### config.mk
export PLATFORM = sky130hd
export DESIGN_NAME = scratch_mem_arbiter
export DESIGN_NICKNAME = d
export VERILOG_FILES = /design/src/rtl/scm_pkg.sv /design/src/rtl/scm_rr_picker.sv /design/src/rtl/scratch_mem_arbiter.sv
export SDC_FILE = /design/constraint.sdc
export NUM_CORES = 1
export LEC_CHECK = 0
export BUFFER_PORTS_ARGS = -buffer_cell sky130_fd_sc_hd__buf_2
export CELL_PAD_IN_SITES_DETAIL_PLACEMENT = 2
export CELL_PAD_IN_SITES_GLOBAL_PLACEMENT = 2
export CORE_MARGIN = 5
export CORE_UTILIZATION = 20
export CTS_CLUSTER_SIZE = 12
export DETAILED_ROUTE_END_ITERATION = 16
export PLACE_DENSITY_LB_ADDON = 0.15
export SETUP_SLACK_MARGIN = 0.1
export SKIP_CTS_REPAIR_TIMING = 1
export SYNTH_ARGS = -nofsm -noshare
export SYNTH_HDL_FRONTEND = slang
export SYNTH_SLANG_ARGS = --single-unit
### constraint.sdc
create_clock -name clk -period 2.55 [get_ports clk]
set_input_delay 0.1275 -clock clk [delete_from_list [all_inputs] [get_ports clk]]
set_output_delay 0.1275 -clock clk [all_outputs]
set_load 0.02 [all_outputs]
### src/rtl/scm_pkg.sv
// Shared types and constants for the scratch memory arbiter.
// Requester indices are stored in a fixed 3-bit field so NUM_REQ may range up to 8.
package scm_pkg;

  localparam int unsigned SCM_ADDR_W = 16;
  localparam int unsigned SCM_DATA_W = 16;

  localparam int unsigned HIST_BASE = 0;
  localparam int unsigned CDF_BASE  = 64;
  localparam int unsigned EQ_BASE   = 128;

  localparam int unsigned IDX_W = 3;
  typedef logic [IDX_W-1:0] req_idx_t;

  typedef enum logic {
    UNLOCKED = 1'b0,
    LOCKED   = 1'b1
  } lock_state_e;

  typedef struct packed {
    lock_state_e lock;
    req_idx_t    owner;
    req_idx_t    rr_ptr;
  } arb_state_t;

  typedef struct packed {
    logic     valid;
    req_idx_t idx;
  } rd_tag_t;

  function automatic req_idx_t wrap_inc(input req_idx_t i, input req_idx_t last);
    return (i == last) ? '0 : req_idx_t'(i + 1'b1);
  endfunction

endpackage

### src/rtl/scm_rr_picker.sv
// Combinational round-robin selector: first eligible requester at or after rr_ptr_i,
// wrapping to index 0. Eligible means requested and not masked off.
module scm_rr_picker
  import scm_pkg::*;
#(
  parameter int unsigned NUM_REQ = 4
) (
  input  logic [NUM_REQ-1:0] req_i,
  input  logic [NUM_REQ-1:0] mask_i,
  input  req_idx_t           rr_ptr_i,
  output logic [NUM_REQ-1:0] gnt_o,
  output req_idx_t           gnt_idx_o,
  output logic               gnt_any_o
);

  always_comb begin
    gnt_idx_o = '0;
    gnt_any_o = 1'b0;
    gnt_o     = '0;
    // Descending loops leave the lowest match; the second pass overrides with
    // the lowest match at or above the pointer, so wrap-around is the fallback.
    for (int j = NUM_REQ - 1; j >= 0; j--) begin
      if (req_i[j] && mask_i[j]) begin
        gnt_idx_o = req_idx_t'(j);
        gnt_any_o = 1'b1;
      end
    end
    for (int j = NUM_REQ - 1; j >= 0; j--) begin
      if (req_i[j] && mask_i[j] && (req_idx_t'(j) >= rr_ptr_i)) begin
        gnt_idx_o = req_idx_t'(j);
        gnt_any_o = 1'b1;
      end
    end
    for (int j = 0; j < NUM_REQ; j++) begin
      gnt_o[j] = gnt_any_o && (gnt_idx_o == req_idx_t'(j));
    end
  end

endmodule

### src/rtl/scratch_mem_arbiter.sv
// Round-robin arbiter sharing one single-port scratch memory between NUM_REQ requesters.
// Define SCM_ARB_LOCK_EN to let a requester hold the grant for a burst via req_lock.
module scratch_mem_arbiter
  import scm_pkg::*;
#(
  parameter int unsigned NUM_REQ = 4,
  parameter int unsigned ADDR_W  = SCM_ADDR_W,
  parameter int unsigned DATA_W  = SCM_DATA_W,
  parameter int unsigned RD_LAT  = 1
) (
  input  logic                      clk,
  input  logic                      reset,
  input  logic [NUM_REQ-1:0]        req_valid,
  input  logic [NUM_REQ-1:0]        req_we,
  input  logic [NUM_REQ-1:0]        req_lock,
  input  logic [NUM_REQ*ADDR_W-1:0] req_addr,
  input  logic [NUM_REQ*DATA_W-1:0] req_wdata,
  output logic [NUM_REQ-1:0]        req_gnt,
  output logic [NUM_REQ-1:0]        rsp_valid,
  output logic [DATA_W-1:0]         rsp_rdata,
  output logic                      mem_en,
  output logic                      mem_we,
  output logic [ADDR_W-1:0]         mem_addr,
  output logic [DATA_W-1:0]         mem_wdata,
  input  logic [DATA_W-1:0]         mem_rdata,
  output logic                      busy
);

  // Handshake: requester i holds req_valid and its fields stable until a cycle in
  // which req_valid[i] & req_gnt[i]; that cycle is the acceptance, and the next
  // cycle the access appears on the memory strobes.

  localparam req_idx_t LAST_IDX = req_idx_t'(NUM_REQ - 1);

  arb_state_t          st_q, st_d;
  rd_tag_t             tag_q [RD_LAT+1];
  logic [NUM_REQ-1:0]  lock_req;
  logic [NUM_REQ-1:0]  owner_oh;
  logic [NUM_REQ-1:0]  mask;
  logic [NUM_REQ-1:0]  gnt;
  req_idx_t            gnt_idx;
  logic                gnt_any;
  logic                sel_we;
  logic [ADDR_W-1:0]   sel_addr;
  logic [DATA_W-1:0]   sel_wdata;
  logic                mem_en_q, mem_we_q;
  logic [ADDR_W-1:0]   mem_addr_q;
  logic [DATA_W-1:0]   mem_wdata_q;
  logic [NUM_REQ-1:0]  rsp_valid_q;
  logic [DATA_W-1:0]   rsp_rdata_q;
  logic                busy_d;

`ifdef SCM_ARB_LOCK_EN
  assign lock_req = req_lock;
`else
  logic lock_unused;
  assign lock_req    = '0;
  assign lock_unused = ^req_lock;
`endif

  always_comb begin
    owner_oh = '0;
    for (int j = 0; j < NUM_REQ; j++) owner_oh[j] = (st_q.owner == req_idx_t'(j));
    mask = (st_q.lock == LOCKED) ? owner_oh : '1;
  end

  scm_rr_picker #(.NUM_REQ(NUM_REQ)) u_picker (
    .req_i     (req_valid),
    .mask_i    (mask),
    .rr_ptr_i  (st_q.rr_ptr),
    .gnt_o     (gnt),
    .gnt_idx_o (gnt_idx),
    .gnt_any_o (gnt_any)
  );

  // Lock FSM and round-robin pointer; a locked burst counts as a single turn.
  always_comb begin
    st_d = st_q;
    if (st_q.lock == LOCKED) begin
      if (((req_valid & owner_oh) == '0) || (gnt_any && ((lock_req & gnt) == '0))) begin
        st_d.lock   = UNLOCKED;
        st_d.rr_ptr = wrap_inc(st_q.owner, LAST_IDX);
      end
    end else if (gnt_any) begin
      if ((lock_req & gnt) != '0) begin
        st_d.lock  = LOCKED;
        st_d.owner = gnt_idx;
      end else begin
        st_d.rr_ptr = wrap_inc(gnt_idx, LAST_IDX);
      end
    end
  end

  always_comb begin
    sel_we    = 1'b0;
    sel_addr  = '0;
    sel_wdata = '0;
    for (int j = 0; j < NUM_REQ; j++) begin
      if (gnt[j]) begin
        sel_we    = req_we[j];
        sel_addr  = req_addr[j*ADDR_W +: ADDR_W];
        sel_wdata = req_wdata[j*DATA_W +: DATA_W];
      end
    end
  end

  always_ff @(posedge clk) begin
    if (reset) begin
      st_q        <= '{lock: UNLOCKED, owner: '0, rr_ptr: '0};
      mem_en_q    <= 1'b0;
      mem_we_q    <= 1'b0;
      mem_addr_q  <= '0;
      mem_wdata_q <= '0;
      rsp_valid_q <= '0;
      rsp_rdata_q <= '0;
      for (int k = 0; k <= RD_LAT; k++) tag_q[k] <= '0;
    end else begin
      st_q     <= st_d;
      mem_en_q <= gnt_any;
      mem_we_q <= gnt_any & sel_we;
      if (gnt_any) begin
        mem_addr_q  <= sel_addr;
        mem_wdata_q <= sel_wdata;
      end
      // Tag reaches the last stage in the cycle mem_rdata is valid for that read.
      tag_q[0] <= '{valid: gnt_any & ~sel_we, idx: gnt_idx};
      for (int k = 1; k <= RD_LAT; k++) tag_q[k] <= tag_q[k-1];
      for (int j = 0; j < NUM_REQ; j++) begin
        rsp_valid_q[j] <= tag_q[RD_LAT].valid && (tag_q[RD_LAT].idx == req_idx_t'(j));
      end
      if (tag_q[RD_LAT].valid) rsp_rdata_q <= mem_rdata;
    end
  end

  always_comb begin
    busy_d = (st_q.lock == LOCKED);
    for (int k = 0; k <= RD_LAT; k++) busy_d = busy_d | tag_q[k].valid;
  end

  assign req_gnt   = reset ? '0 : gnt;
  assign rsp_valid = rsp_valid_q;
  assign rsp_rdata = rsp_rdata_q;
  assign mem_en    = mem_en_q;
  assign mem_we    = mem_we_q;
  assign mem_addr  = mem_addr_q;
  assign mem_wdata = mem_wdata_q;
  assign busy      = busy_d;

endmodule
==> impl_metrics.ini <==
[status]
status = completed

[cts]
root_buffer = clkbuf_16
cts_buffer_depth = 2
clkTransAtPathRegs_ns = 0.06
clock-sinks = 63
clock_latency_ns = 0.33
cts_tree = yes
htree_levels = 3
numCtsBuffers = 9

[setup_path]
rr_worst_depth = 11
cp_common_cell = a32o_1
crit_family = compound AO/OA/AOI/OAI gates
cp_max_fo = 14
critPathCaptureType = register
cp.depth = 11
max_stage_delay_ns = 0.37
crit_required_ns = 2.77
path_cells = o211ai_1, a21oi_2, nor3_2, buf_4, inv_1, ha_2, nor2b_4, clkbuf_16, a32o_1, a211o_1, a32o_1
worstSetupPathType = reg2reg
setup.worst_path.start_class = register
reg2reg_slack_ns = 0.20
crit_buf_inv = 3
cp.arrival_ns = 2.57
slowest_stage = dfxtp_4

[global_route]
global_route.usage.met2 = 0.2663
antenna_found_initial = 3
grt_pass1_vias = 4006
busiest_layer = met2
groute.usage.overall = 0.1493
grt_pass1_wl_mm = 21.26
grt_use_met3 = 0.06761
use_met1 = 0.1546
grt_max_degree = 39
grt_overflow = 0

[synth]
synth_simple_gate_area_frac = 0.1496
synth-xor-area-share = 0
yosysWarnings = 0
synth_cell_types = 35
synth-adder-area-share = 0.01583
synth_compound_area_frac = 0.3150
synth-main-ff-cell = dfxtp_1
synthesis.area_sq_mm = 0.003162
ys_seq_area_frac = 0.3989
syn_nets = 489
synth-edff-count = 0
synth.ff_latch_count = 63
synth_top_family_by_area = compound AO/OA/AOI/OAI gates
synth_area_per_cell_sq_um = 9.669
async_flop_share = 0
synthMuxAreaShare = 0.05382
netlist_instances = 327

[timing]
period_minus_slack_ns = 2.347
finalCritPeriodShare = 0.9203
finalSetupViolCount = 0
worst_slew_pin_slew_ns = 0.6088
finClkSkew_ns = 0.006865
setup_tns_ns = 0
rsz0062_at_grt = false
finalHoldViolCount = 0
hold_ws_ns = 0.03356
max-slew-margin-rel = 0.5941
slew_viol_final = 0
fmax_mhz = 426.1

[placement]
numPortBuffers = 212
placed_area_sq_mm = 0.004487
routabilityCongestion = 0.7239
place_hpwl_mm = 10.25

[floorplan]
initial_utilization = 0.2012
die_area_sq_mm = 0.01842
die_w_um = 135.7
coreArea_sq_mm = 0.01571
pin_count = 217
rows = 46
die_y_um = 135.7

[routing]
vias = 3549
drt-initial-drc-count = 97
finalWirelength_mm = 14.10
final_antenna_net_count = 0
drcViolationCount = 0
detail_route.first_pass.iterations = 4
avgViaCountPerCell = 4.694
drt-wirelength-per-cell_um = 18.66

[final_layout]
design_area_sq_mm = 0.004860
nNetsFinal = 696
drive_gt1_frac = 0.4861
fillCellCount = 1799
area_growth_pct = 53.70
final_util = 0.3093

[power]
power_leakage_nw = 2.324
ir_worst_vdd_mv = 0.3063
power.density_mw_per_mm2 = 633.9

[hold_path]
hold_path_class = in2reg
holdPathStages = 3

[run]
cap_viol_max_count = 0
==> sequential cells by signal (all words and copies together), names as in the netlist <==
register   flops
mem_addr      16
mem_en         1
mem_wdata     16
rsp_valid      4
mem_we         1
st_q           3
tag_q          6
rsp_rdata     16
==> cells by family after synthesis <==
logic type	count (synthesis)
other cells	1
buf+inv	43
fa+ha+maj	4
compound gates	112
flops	63
mux	17
simple gates	87
==> layout make-up <==
| type | instances | area (sq um) | share of cell area |
|---|---|---|---|
| multi-input cells | 221 | 1728 | 0.3556 |
| flip-flops and latches | 63 | 1267 | 0.2608 |
| repair buffers | 230 | 1267 | 0.2608 |
| well taps | 216 | 270.3 | 0.05561 |
| clock buffers | 10 | 229.0 | 0.04712 |
| clock inverters | 6 | 61.31 | 0.01262 |
| inverters | 9 | 33.78 | 0.006952 |
| diodes | 1 | 2.502 | 0.0005149 |
==> cells in the mapped netlist, types with 3 or more instances <==
| master | n | area [sq um] |
|---|---|---|
| nor2_1 | 22 | 82.58 |
| o21ai_0 | 4 | 20.02 |
| nand2b_1 | 30 | 187.7 |
| and2_1 | 5 | 31.28 |
| buf_2 | 7 | 35.03 |
| a211o_1 | 29 | 254.0 |
| a32o_1 | 58 | 580.6 |
| inv_1 | 9 | 33.78 |
| nor2b_1 | 6 | 37.54 |
| a21oi_1 | 10 | 50.05 |
| nor3_1 | 8 | 40.04 |
| a221oi_1 | 3 | 26.28 |
| mux2i_1 | 17 | 170.2 |
| buf_6 | 4 | 45.04 |
| ha_1 | 4 | 50.05 |
| dfxtp_1 | 63 | 1261 |
| nand2_1 | 6 | 22.52 |
| clkbuf_1 | 20 | 75.07 |
==> through the flow <==
step	power (mW)	worst slack (ns)	instances
2_1_floorplan	1.560	0.1443	327
3_3_place_gp	1.859	0.1114	735
3_5_place_dp	1.882	0.06167	735
4_1_cts	3.133	0.007443	751
6_report	3.080	0.2031	756
5_1_grt	3.257	0.08046	756
==> routing by layer <==
metal	vias up	share of wire
li1	1670	-
met1	1725	0.38
met2	125	0.51
met3	25	0.087
met4	4	0.021
met5	-	0.0024
==> worst min-delay path, stage by stage <==
cell	delay (ns)
buf_2	0.08
mux2i_1	0.05
nor2_1	0.07
==> power breakdown <==
| group | internal, mW | switching (mW) |
|---|---|---|
| Clock | 0.752 | 0.458 |
| Combinational | 0.370 | 0.400 |
| Sequential | 1.06 | 0.0384 |
==> layout by cell type (no fill, tap or decap), types with 2 or more instances in the layout <==
| cell type | count |
|---|---|
| a21oi_1 | 8 |
| a31oi_1 | 2 |
| ha_2 | 3 |
| buf_12 | 4 |
| a32o_1 | 58 |
| nor2_2 | 3 |
| nor4_1 | 2 |
| a211o_1 | 29 |
| a221oi_1 | 3 |
| nor2b_1 | 5 |
| clkinv_2 | 3 |
| dfxtp_2 | 2 |
| nand2b_1 | 30 |
| clkbuf_16 | 10 |
| mux2i_1 | 17 |
| nor3_1 | 7 |
| inv_1 | 9 |
| o21ai_0 | 4 |
| nor2_1 | 21 |
| buf_2 | 212 |
| nand2_1 | 6 |
| buf_4 | 12 |
| dfxtp_1 | 60 |
| and2_1 | 5 |
| a21oi_2 | 2 |
==> final timing paths <==
path,from,end
min,mem_rdata[10],rsp_rdata[10]$_SDFFE_PP0P_
max,st_q[1]$_SDFFE_PP0P_,mem_addr[10]$_SDFFE_PP0P_
min reg2reg,tag_q[0][0]$_SDFF_PP0_,tag_q[0][4]$_SDFF_PP0_
max reg2reg,st_q[1]$_SDFFE_PP0P_,mem_addr[10]$_SDFFE_PP0P_
No activity file was read; power rests on OpenSTA's default activity.
